--- config.mk ---
export PLATFORM = sky130hd
export DESIGN_NAME = uart_cmd_ctrl
export DESIGN_NICKNAME = d
export VERILOG_FILES = /design/src/rtl/uart_cmd_pkg.sv /design/src/rtl/uart_byte_timer.sv /design/src/rtl/uart_cmd_ctrl.sv
export SDC_FILE = /design/constraint.sdc
export NUM_CORES = 1
export LEC_CHECK = 0
export ABC_AREA = 1
export CORE_MARGIN = 4
export CORE_UTILIZATION = 50
export DETAILED_ROUTE_END_ITERATION = 8
export PLACE_DENSITY = 0.77
export SYNTH_ARGS = -nofsm -noshare
export SYNTH_HDL_FRONTEND = slang
export SYNTH_SLANG_ARGS = --single-unit
--- constraint.sdc ---
create_clock -name clk -period 3.7 [get_ports clk]
set_input_delay 0.37 -clock clk [delete_from_list [all_inputs] [get_ports clk]]
set_output_delay 0.37 -clock clk [all_outputs]
set_load 0.05 [all_outputs]
--- src/rtl/uart_cmd_pkg.sv ---
// Shared types and constants for the UART register-access command controller.
package uart_cmd_pkg;

    localparam int unsigned CMD_WR_BIT       = 7;
    localparam logic [7:0]  DEFAULT_ACK_BYTE = 8'hA5;

    typedef enum logic [2:0] {
        ST_IDLE     = 3'd0,
        ST_RX_DATA  = 3'd1,
        ST_WRITE    = 3'd2,
        ST_READ_REQ = 3'd3,
        ST_READ_CAP = 3'd4,
        ST_TX_LOAD  = 3'd5,
        ST_TX_GUARD = 3'd6,
        ST_TX_WAIT  = 3'd7
    } state_e;

endpackage

--- src/rtl/uart_byte_timer.sv ---
// Inter-byte timeout counter: cleared by clr, counts while en, saturates at the limit.
module uart_byte_timer
    import uart_cmd_pkg::*;
#(
    parameter int unsigned TIMEOUT_CYCLES = 20000
) (
    input  logic clk,
    input  logic rst,
    input  logic clr,
    input  logic en,
    output logic expired
);

    localparam int unsigned CNT_W = $clog2(TIMEOUT_CYCLES + 1);
    localparam logic [CNT_W-1:0] LIMIT = CNT_W'(TIMEOUT_CYCLES);

    logic [CNT_W-1:0] count_q, count_d;
    logic             expired_q, expired_d;

    always_comb begin
        count_d = count_q;
        if (clr) begin
            count_d = '0;
        end else if (en && (count_q != LIMIT)) begin
            count_d = count_q + CNT_W'(1);
        end
        expired_d = (count_d == LIMIT);
    end

    always_ff @(posedge clk) begin
        if (rst) begin
            count_q   <= '0;
            expired_q <= 1'b0;
        end else begin
            count_q   <= count_d;
            expired_q <= expired_d;
        end
    end

    assign expired = expired_q;

endmodule

--- src/rtl/uart_cmd_ctrl.sv ---
// Parses UART command frames into register reads/writes and returns an ACK or the
// read data through the UART transmitter.
module uart_cmd_ctrl
    import uart_cmd_pkg::*;
#(
    parameter int unsigned ADDR_W         = 7,
    parameter int unsigned DATA_BYTES     = 2,
    parameter int unsigned TIMEOUT_CYCLES = 20000,
    parameter logic [7:0]  ACK_BYTE       = DEFAULT_ACK_BYTE
) (
    input  logic                    clk,
    input  logic                    rst,
    input  logic                    uart_received,
    input  logic [7:0]              uart_rx_byte,
    input  logic                    uart_recv_error,
    input  logic                    uart_is_transmitting,
    output logic                    uart_transmit,
    output logic [7:0]              uart_tx_byte,
    output logic                    reg_we,
    output logic                    reg_re,
    output logic [ADDR_W-1:0]       reg_addr,
    output logic [8*DATA_BYTES-1:0] reg_wdata,
    input  logic [8*DATA_BYTES-1:0] reg_rdata,
    output logic                    busy,
    output logic                    frame_err
);

    localparam int unsigned DW    = 8 * DATA_BYTES;
    localparam int unsigned IDX_W = $clog2(DATA_BYTES + 1);

    state_e             state_q, state_d;
    logic [IDX_W-1:0]   idx_q, idx_d;
    logic [IDX_W-1:0]   cnt_q, cnt_d;
    logic [DW-1:0]      shift_q, shift_d;
    logic [ADDR_W-1:0]  reg_addr_q, reg_addr_d;
    logic [DW-1:0]      reg_wdata_q, reg_wdata_d;
    logic [7:0]         tx_byte_q, tx_byte_d;
    logic               transmit_q, transmit_d;
    logic               reg_we_q, reg_we_d;
    logic               reg_re_q, reg_re_d;
    logic               busy_q, busy_d;
    logic               frame_err_q, frame_err_d;
    logic               expired;
    logic               last_byte;

    uart_byte_timer #(
        .TIMEOUT_CYCLES (TIMEOUT_CYCLES)
    ) u_timer (
        .clk     (clk),
        .rst     (rst),
        .clr     (uart_received),
        .en      (state_q == ST_RX_DATA),
        .expired (expired)
    );

    assign last_byte = (idx_q == IDX_W'(DATA_BYTES - 1));

    // State register and datapath flops
    always_ff @(posedge clk) begin
        if (rst) begin
            state_q     <= ST_IDLE;
            idx_q       <= '0;
            cnt_q       <= '0;
            shift_q     <= '0;
            reg_addr_q  <= '0;
            reg_wdata_q <= '0;
            tx_byte_q   <= '0;
            transmit_q  <= 1'b0;
            reg_we_q    <= 1'b0;
            reg_re_q    <= 1'b0;
            busy_q      <= 1'b0;
            frame_err_q <= 1'b0;
        end else begin
            state_q     <= state_d;
            idx_q       <= idx_d;
            cnt_q       <= cnt_d;
            shift_q     <= shift_d;
            reg_addr_q  <= reg_addr_d;
            reg_wdata_q <= reg_wdata_d;
            tx_byte_q   <= tx_byte_d;
            transmit_q  <= transmit_d;
            reg_we_q    <= reg_we_d;
            reg_re_q    <= reg_re_d;
            busy_q      <= busy_d;
            frame_err_q <= frame_err_d;
        end
    end

    // Next-state logic; a byte arriving in RX_DATA takes priority over the timeout
    always_comb begin
        state_d = state_q;
        case (state_q)
            ST_IDLE: begin
                if (uart_received) begin
                    state_d = uart_rx_byte[CMD_WR_BIT] ? ST_RX_DATA : ST_READ_REQ;
                end
            end
            ST_RX_DATA: begin
                if (uart_recv_error) begin
                    state_d = ST_IDLE;
                end else if (uart_received) begin
                    if (last_byte) begin
                        state_d = ST_WRITE;
                    end
                end else if (expired) begin
                    state_d = ST_IDLE;
                end
            end
            ST_WRITE:    state_d = ST_TX_LOAD;
            ST_READ_REQ: state_d = ST_READ_CAP;
            ST_READ_CAP: state_d = ST_TX_LOAD;
            ST_TX_LOAD: begin
                if (!uart_is_transmitting) begin
                    state_d = ST_TX_GUARD;
                end
            end
            ST_TX_GUARD: state_d = ST_TX_WAIT;
            ST_TX_WAIT: begin
                if (!uart_is_transmitting) begin
                    state_d = (cnt_q != '0) ? ST_TX_LOAD : ST_IDLE;
                end
            end
            default:     state_d = ST_IDLE;
        endcase
    end

    // Output and datapath next values; all outputs leave through flops
    always_comb begin
        idx_d       = idx_q;
        cnt_d       = cnt_q;
        shift_d     = shift_q;
        reg_addr_d  = reg_addr_q;
        reg_wdata_d = reg_wdata_q;
        tx_byte_d   = tx_byte_q;
        transmit_d  = 1'b0;
        reg_we_d    = 1'b0;
        reg_re_d    = 1'b0;
        frame_err_d = 1'b0;
        busy_d      = (state_d != ST_IDLE);
        case (state_q)
            ST_IDLE: begin
                if (uart_received) begin
                    reg_addr_d = uart_rx_byte[ADDR_W-1:0];
                    idx_d      = '0;
                end
            end
            ST_RX_DATA: begin
                if (uart_recv_error) begin
                    frame_err_d = 1'b1;
                end else if (uart_received) begin
                    reg_wdata_d[8*int'(idx_q) +: 8] = uart_rx_byte;
                    idx_d = idx_q + IDX_W'(1);
                end else if (expired) begin
                    frame_err_d = 1'b1;
                end
            end
            ST_WRITE: begin
                reg_we_d = 1'b1;
                shift_d  = DW'(ACK_BYTE);
                cnt_d    = IDX_W'(1);
            end
            ST_READ_REQ: begin
                reg_re_d = 1'b1;
            end
            ST_READ_CAP: begin
                shift_d = reg_rdata;
                cnt_d   = IDX_W'(DATA_BYTES);
            end
            ST_TX_LOAD: begin
                if (!uart_is_transmitting) begin
                    transmit_d = 1'b1;
                    tx_byte_d  = shift_q[7:0];
                end
            end
            ST_TX_GUARD: begin
                shift_d = shift_q >> 8;
                cnt_d   = cnt_q - IDX_W'(1);
            end
            default: ;
        endcase
        // Bytes arriving mid-transaction are dropped and flagged
        if (uart_received && (state_q != ST_IDLE) && (state_q != ST_RX_DATA)) begin
            frame_err_d = 1'b1;
        end
    end

    assign uart_transmit = transmit_q;
    assign uart_tx_byte  = tx_byte_q;
    assign reg_we        = reg_we_q;
    assign reg_re        = reg_re_q;
    assign reg_addr      = reg_addr_q;
    assign reg_wdata     = reg_wdata_q;
    assign busy          = busy_q;
    assign frame_err     = frame_err_q;

endmodule

# Yosys cells after proc, flatten, opt, wreduce, memory -nomap -nowiden

Index checks and enable logic that the tools add are counted.

Register bits: 75
Logic and storage cells: 79

Shift-type cells: 2
$add $sub $neg: 4
Equal/unequal tests: 14
Mux-type cells: 27
Bitwise gates (word level): 3
Reductions and logical operators: 15

Operators with widths:

| kind                    | number |
|---|---|
| $pmux 16 s3             | 1 |
| $neg 5->33              | 1 |
| $shift 8x33->16 const A | 1 |
| $shiftx 8x33->16        | 1 |
| $mux 15                 | 2 |
| $mux 3                  | 8 |
| $pmux 3 s7              | 1 |
| $bwmux 16               | 1 |
| $add 15x1->15 const B   | 1 |
| $eq 15x15->1 const B    | 1 |
| $ne 15x15->1 const B    | 1 |
| $eq 3x3->1 const B      | 4 |
| $reduce_bool 3->1       | 3 |
| $mux 1                  | 8 |
| $mux 2                  | 4 |
| $eq 3x2->1 const B      | 2 |
| $ne 2x2->1 const B      | 3 |
| $pmux 2 s3              | 1 |
| $pmux 2 s2              | 1 |
| $reduce_and 2->1        | 2 |
| $reduce_and 4->1        | 1 |
| $reduce_bool 2->1       | 2 |
| $reduce_or 2->1         | 2 |
| $eq 3x1->1 const B      | 1 |
| other kinds (8)         | 12 |

# Logic depth before layout (Yosys ltp)

Word-level depth: 6
Depth in mapped cells: 16

# Hierarchy

From an unflattened synthesis, not the netlist that was laid out.

Cell total of the unflattened synthesis: 529
Area total of the unflattened synthesis: 3761.1 µm²

By module, submodules not included:

| module          | instances | cells each | area an instance (µm²) |
|---|---|---|---|
| uart_cmd_ctrl   | 1         | 331        | 2580.0 |
| uart_byte_timer | 1         | 198        | 1181.1 |

# Worst setup path after synthesis

OpenSTA, ideal clock, no wires.

Path kind: register to register
Start: register u_timer.count_q[0]
End: register u_timer.expired_q, in the netlist u_timer.expired
Setup time: 62 ps
Stages on the path, launching flop included: 17
Arrival: 1555 ps
Buffers on the path: 1
Path slack: 2083 ps
Path through: dfxtp_1 > inv_1 > ha_1 > inv_1 > nor2_1 > nand2_1 > nor2_1 > nand2_2 > nand2_2 > buf_6 > nand2_1 > nand2_1 > nor2_1 > nand3_1 > nor2_1 > nand2_1 > nor2_2

Longest elaborated chain between the ends: 5
Elaborated cells on any way between the ends: 6

RTL lines:

| what                                                  | line                  | RTL |
|---|---|---|
| start, declared                                       | uart_byte_timer.sv:17 | `logic [CNT_W-1:0] count_q, count_d;` |
| start signal, assigned                                | uart_byte_timer.sv:35 | `count_q <= count_d;` |
| branches (longest 2 deep; another with $add 15x1->15) | -                     |  |
| $mux 15 (*)                                           | uart_byte_timer.sv:24 | `end else if (en && (count_q != LIMIT)) begin` |
| $mux 15 (*)                                           | uart_byte_timer.sv:22 | `if (clr) begin` |
| $eq 15x15->1 (*)                                      | uart_byte_timer.sv:27 | `expired_d = (count_d == LIMIT);` |
| end signal, assigned                                  | uart_byte_timer.sv:36 | `expired_q <= expired_d;` |
| end, declared                                         | uart_byte_timer.sv:18 | `logic expired_q, expired_d;` |

Mark *: on every way between the ends.
A chain may end at the register's enable or synchronous reset.

# Worst setup path after layout

Start: input uart_received
End: register state_q[0]

Longest elaborated chain between the ends: 3
Elaborated cells on any way between the ends: 4

RTL lines:

| what                 | line                 | RTL |
|---|---|---|
| start, declared      | uart_cmd_ctrl.sv:13  | `input logic uart_received,` |
| $mux 3               | uart_cmd_ctrl.sv:101 | `end else if (uart_received) begin` |
| $mux 3               | uart_cmd_ctrl.sv:99  | `if (uart_recv_error) begin` |
| $pmux 3 s7 (*)       | uart_cmd_ctrl.sv:92  | `case (state_q)` |
| end signal, assigned | uart_cmd_ctrl.sv:74  | `state_q <= state_d;` |
| end, declared        | uart_cmd_ctrl.sv:31  | `state_e state_q, state_d;` |

Every way passes the cells marked *; elsewhere a longest branch is shown, timed or not.

==> impl_metrics.tcl <==
set metrics [dict create \
    syn_area_mm2 0.003463 \
    drive_gt1_share_pct 6.261 \
    synth_flop_cell "dfxtp_1" \
    hold_path_class "reg2reg" \
    io_pins 65 \
    met2_length_um 4343 \
    cpPeakStageDelay_ps 610 \
    port_buffers 64 \
    synthesis.nets 530 \
    finalInstanceArea_mm2 0.004330 \
    wl_met3_um 516 \
    grt_pass1_wl_um 14970 \
    post_dp_cell_area_mm2 0.004136 \
    period_needed_ps 2014 \
    crit_family "simple AND/OR/NAND/NOR gates" \
    drt_first_pass_iters 4 \
    antenna_cells 0 \
    clkPwrFrac_pct 34.0 \
    drv_cap 0 \
    top_layer "met4" \
    synth.yosys.seq_area_share_pct 43.35 \
    synth_seq_cells 75 \
    swShare_pct 30.44 \
    async_flop_share_pct 0 \
    die_h_um 91.23 \
    syn_area_per_cell_um2 7.011 \
    dieWidth_um 91.23 \
    synth-edff-count 0 \
    yosys_warnings 0 \
    areaGrowthSynthToFinish_pct 25.04 \
    slew-limit-headroom_pct 45.93 \
    end_kind "flop" \
    ir_drop_uv 249.0 \
    p_seq_share_pct 48.0 \
    p_leak_nw 1.655 \
    synthDistinctLibCells 31 \
    dpl.hpwl_um 6499 \
    root_buffer "clkbuf_8" \
    arrival_ps 2310 \
    grt_usage_pct 21.70 \
    post_drt_wl_per_cell_um 13.82 \
    coreArea_mm2 0.006756 \
    clock.fmax_ghz 0.4966 \
    post-cts-setup-buffers 0 \
    post-route-period-util_pct 54.43 \
    cts_buffers 9 \
    antenna_found_initial 0 \
    cp_slowest_cell "clkdlybuf4s50_1" \
    wl_met1_um 3832 \
    cts_tree "yes" \
    cp_max_fo 14 \
    slew_viol_final 0 \
    grt_max_degree 53 \
    worstPathCellList "clkdlybuf4s50_1, inv_1, nor2_1, nor4_1, or2_2, inv_1" \
    insertion_delay_ps 350 \
    die-area_mm2 0.008322 \
    rsz0062_at_grt "false" \
    start_kind "input port" \
    layout.cells.most_common_list "127 x nand2_1, 79 x nor2_1, 75 x dfxtp_1" \
    gp_congestion 0.9364 \
    p_int_w 0.001271 \
    clk_path_buf_depth 2 \
    path_class "in2reg" \
    fin_tns_setup_ps 0 \
    grt_pass1_vias 3280 \
    finalSetupViolations 0 \
    num_vias 3419 \
    skew_ps 12.32 \
    drc_errors 0 \
    crit_top_cell "inv_1" \
    netSwitchingPower_w 0.0005564 \
    cts.sinks 75 \
    power.density_mw_per_mm2 422.1 \
    via_per_inst 5.351 \
    critPathBufInv 3 \
    pwr-share-comb_pct 18.0 \
    hold_violations 0 \
    drt_iter0_drc 205 \
    cts_resized 0 \
    grt-ovfl-total 0 \
    rows 30 \
    outcome "completed" \
    syn-instance-count 494 \
    start_util_pct 51.26 \
    worstPathRequired_ps 3990 \
    num-nets-final 590 \
    fin_hold_ws_ps 463.7 \
    cts_max_level 3 \
    worstMarginPinSlew_ps 804.9 \
    routed_wl_um 8828 \
    final_common_cell "nand2_1" \
    cts.clk_slew.worst_paths_ps 80 \
    postRouteAntennaNets 0 \
    cts_hold_buf 0 \
]
layout make-up:
| type | count | area [um2] |
|---|---|---|
| clock buffer | 10 | 127.6 |
| clock inverter | 6 | 66.31 |
| fill | 604 | 2426 |
| inverter | 44 | 165.2 |
| multi-input combinational | 357 | 1712 |
| sequential | 75 | 1501 |
| tap | 80 | 100.1 |
| timing repair buffer | 67 | 658.1 |
through the flow:
step / instances / utilization (%) / setup WS, ps / power, W
finish: 639 / 64.09 / 1686 / 0.001828
global route: 639 / 64.09 / 1485 / 0.001911
CTS: 639 / 64.09 / 1705 / 0.001839
detailed placement: 623 / 61.22 / 1349 / 0.001223
global placement: 623 / 61.22 / 1402 / 0.001217
floorplan: 494 / - / 2083 / 0.001115
Yosys cell counts, types with 3 or more instances:
| cell type | number | area share (%) |
|---|---|---|
| nand2_1 | 127 | 14 |
| nor2_1 | 79 | 8.6 |
| dfxtp_1 | 75 | 43 |
| a21oi_1 | 41 | 5.9 |
| inv_1 | 38 | 4.1 |
| nand4_1 | 23 | 4.2 |
| nand3_1 | 20 | 2.9 |
| o21ai_0 | 18 | 2.6 |
| clkbuf_1 | 14 | 1.5 |
| ha_1 | 7 | 2.5 |
| a31oi_1 | 5 | 0.90 |
| inv_2 | 4 | 0.43 |
| nand2_2 | 4 | 0.72 |
| nor3_1 | 4 | 0.58 |
| nor4_1 | 4 | 0.72 |
| o221ai_1 | 4 | 1.0 |
| xor2_1 | 4 | 1.0 |
| o21ai_1 | 3 | 0.43 |
power by group through the flow:
stage	logic, W	clock network, W	registers (W)
after global placement	0.000322	0	0.000896
after floorplan	0.000161	0	0.000954
after CTS	0.000330	0.000632	0.000877
after detailed placement	0.000328	0	0.000895
final	0.000330	0.000621	0.000877
after global routing	0.000360	0.000668	0.000883
registers in the layout, summed over array words and instances (netlist names), 2 cells and up:
register         flops
reg_wdata           16
shift_q             16
u_timer.count_q     15
uart_tx_byte         8
reg_addr             7
state_q              3
cnt_q                2
idx_q                2
kinds of logic after synthesis:
kind of cell / Yosys count / share of synthesized area [%]
AO/OA/AOI/OAI: 78 / 12.50
XOR/XNOR: 4 / 1.011
adder cells (fa/ha/maj): 7 / 2.529
buffers and inverters: 62 / 7.225
flip-flops: 75 / 43.35
AND/OR/NAND/NOR: 268 / 33.38
final timing paths:
path	cells past startpoint	end	startpoint	slack [ps]
setup / recovery	6	state_q[0]	uart_received	1690
hold / removal	2	shift_q[11]	shift_q[11]	460
setup reg to reg	13	u_timer.expired	u_timer.count_q[0]	1710
hold reg to reg	2	shift_q[11]	shift_q[11]	460
worst register-to-register path, cell delays in order (launching register included):
cell     delay (ps)
dfxtp_1         450
inv_1           100
ha_1            220
nand2_1          70
nor2_1           40
nand2_1          60
nor2_1           60
nor2_4          300
nand2_1         100
o21ai_1         140
nand3_1         130
nor2_1          110
nand2_1          70
nor2_2           80
routing by layer:
layer  vias to the layer above  track usage (%)
met2                       117            36.91
met3                        16            5.220
met1                      1555            27.18
li1                       1731                -
met4                         0            6.407
met5                         -                0
No activity file was read; power rests on OpenSTA's default activity.
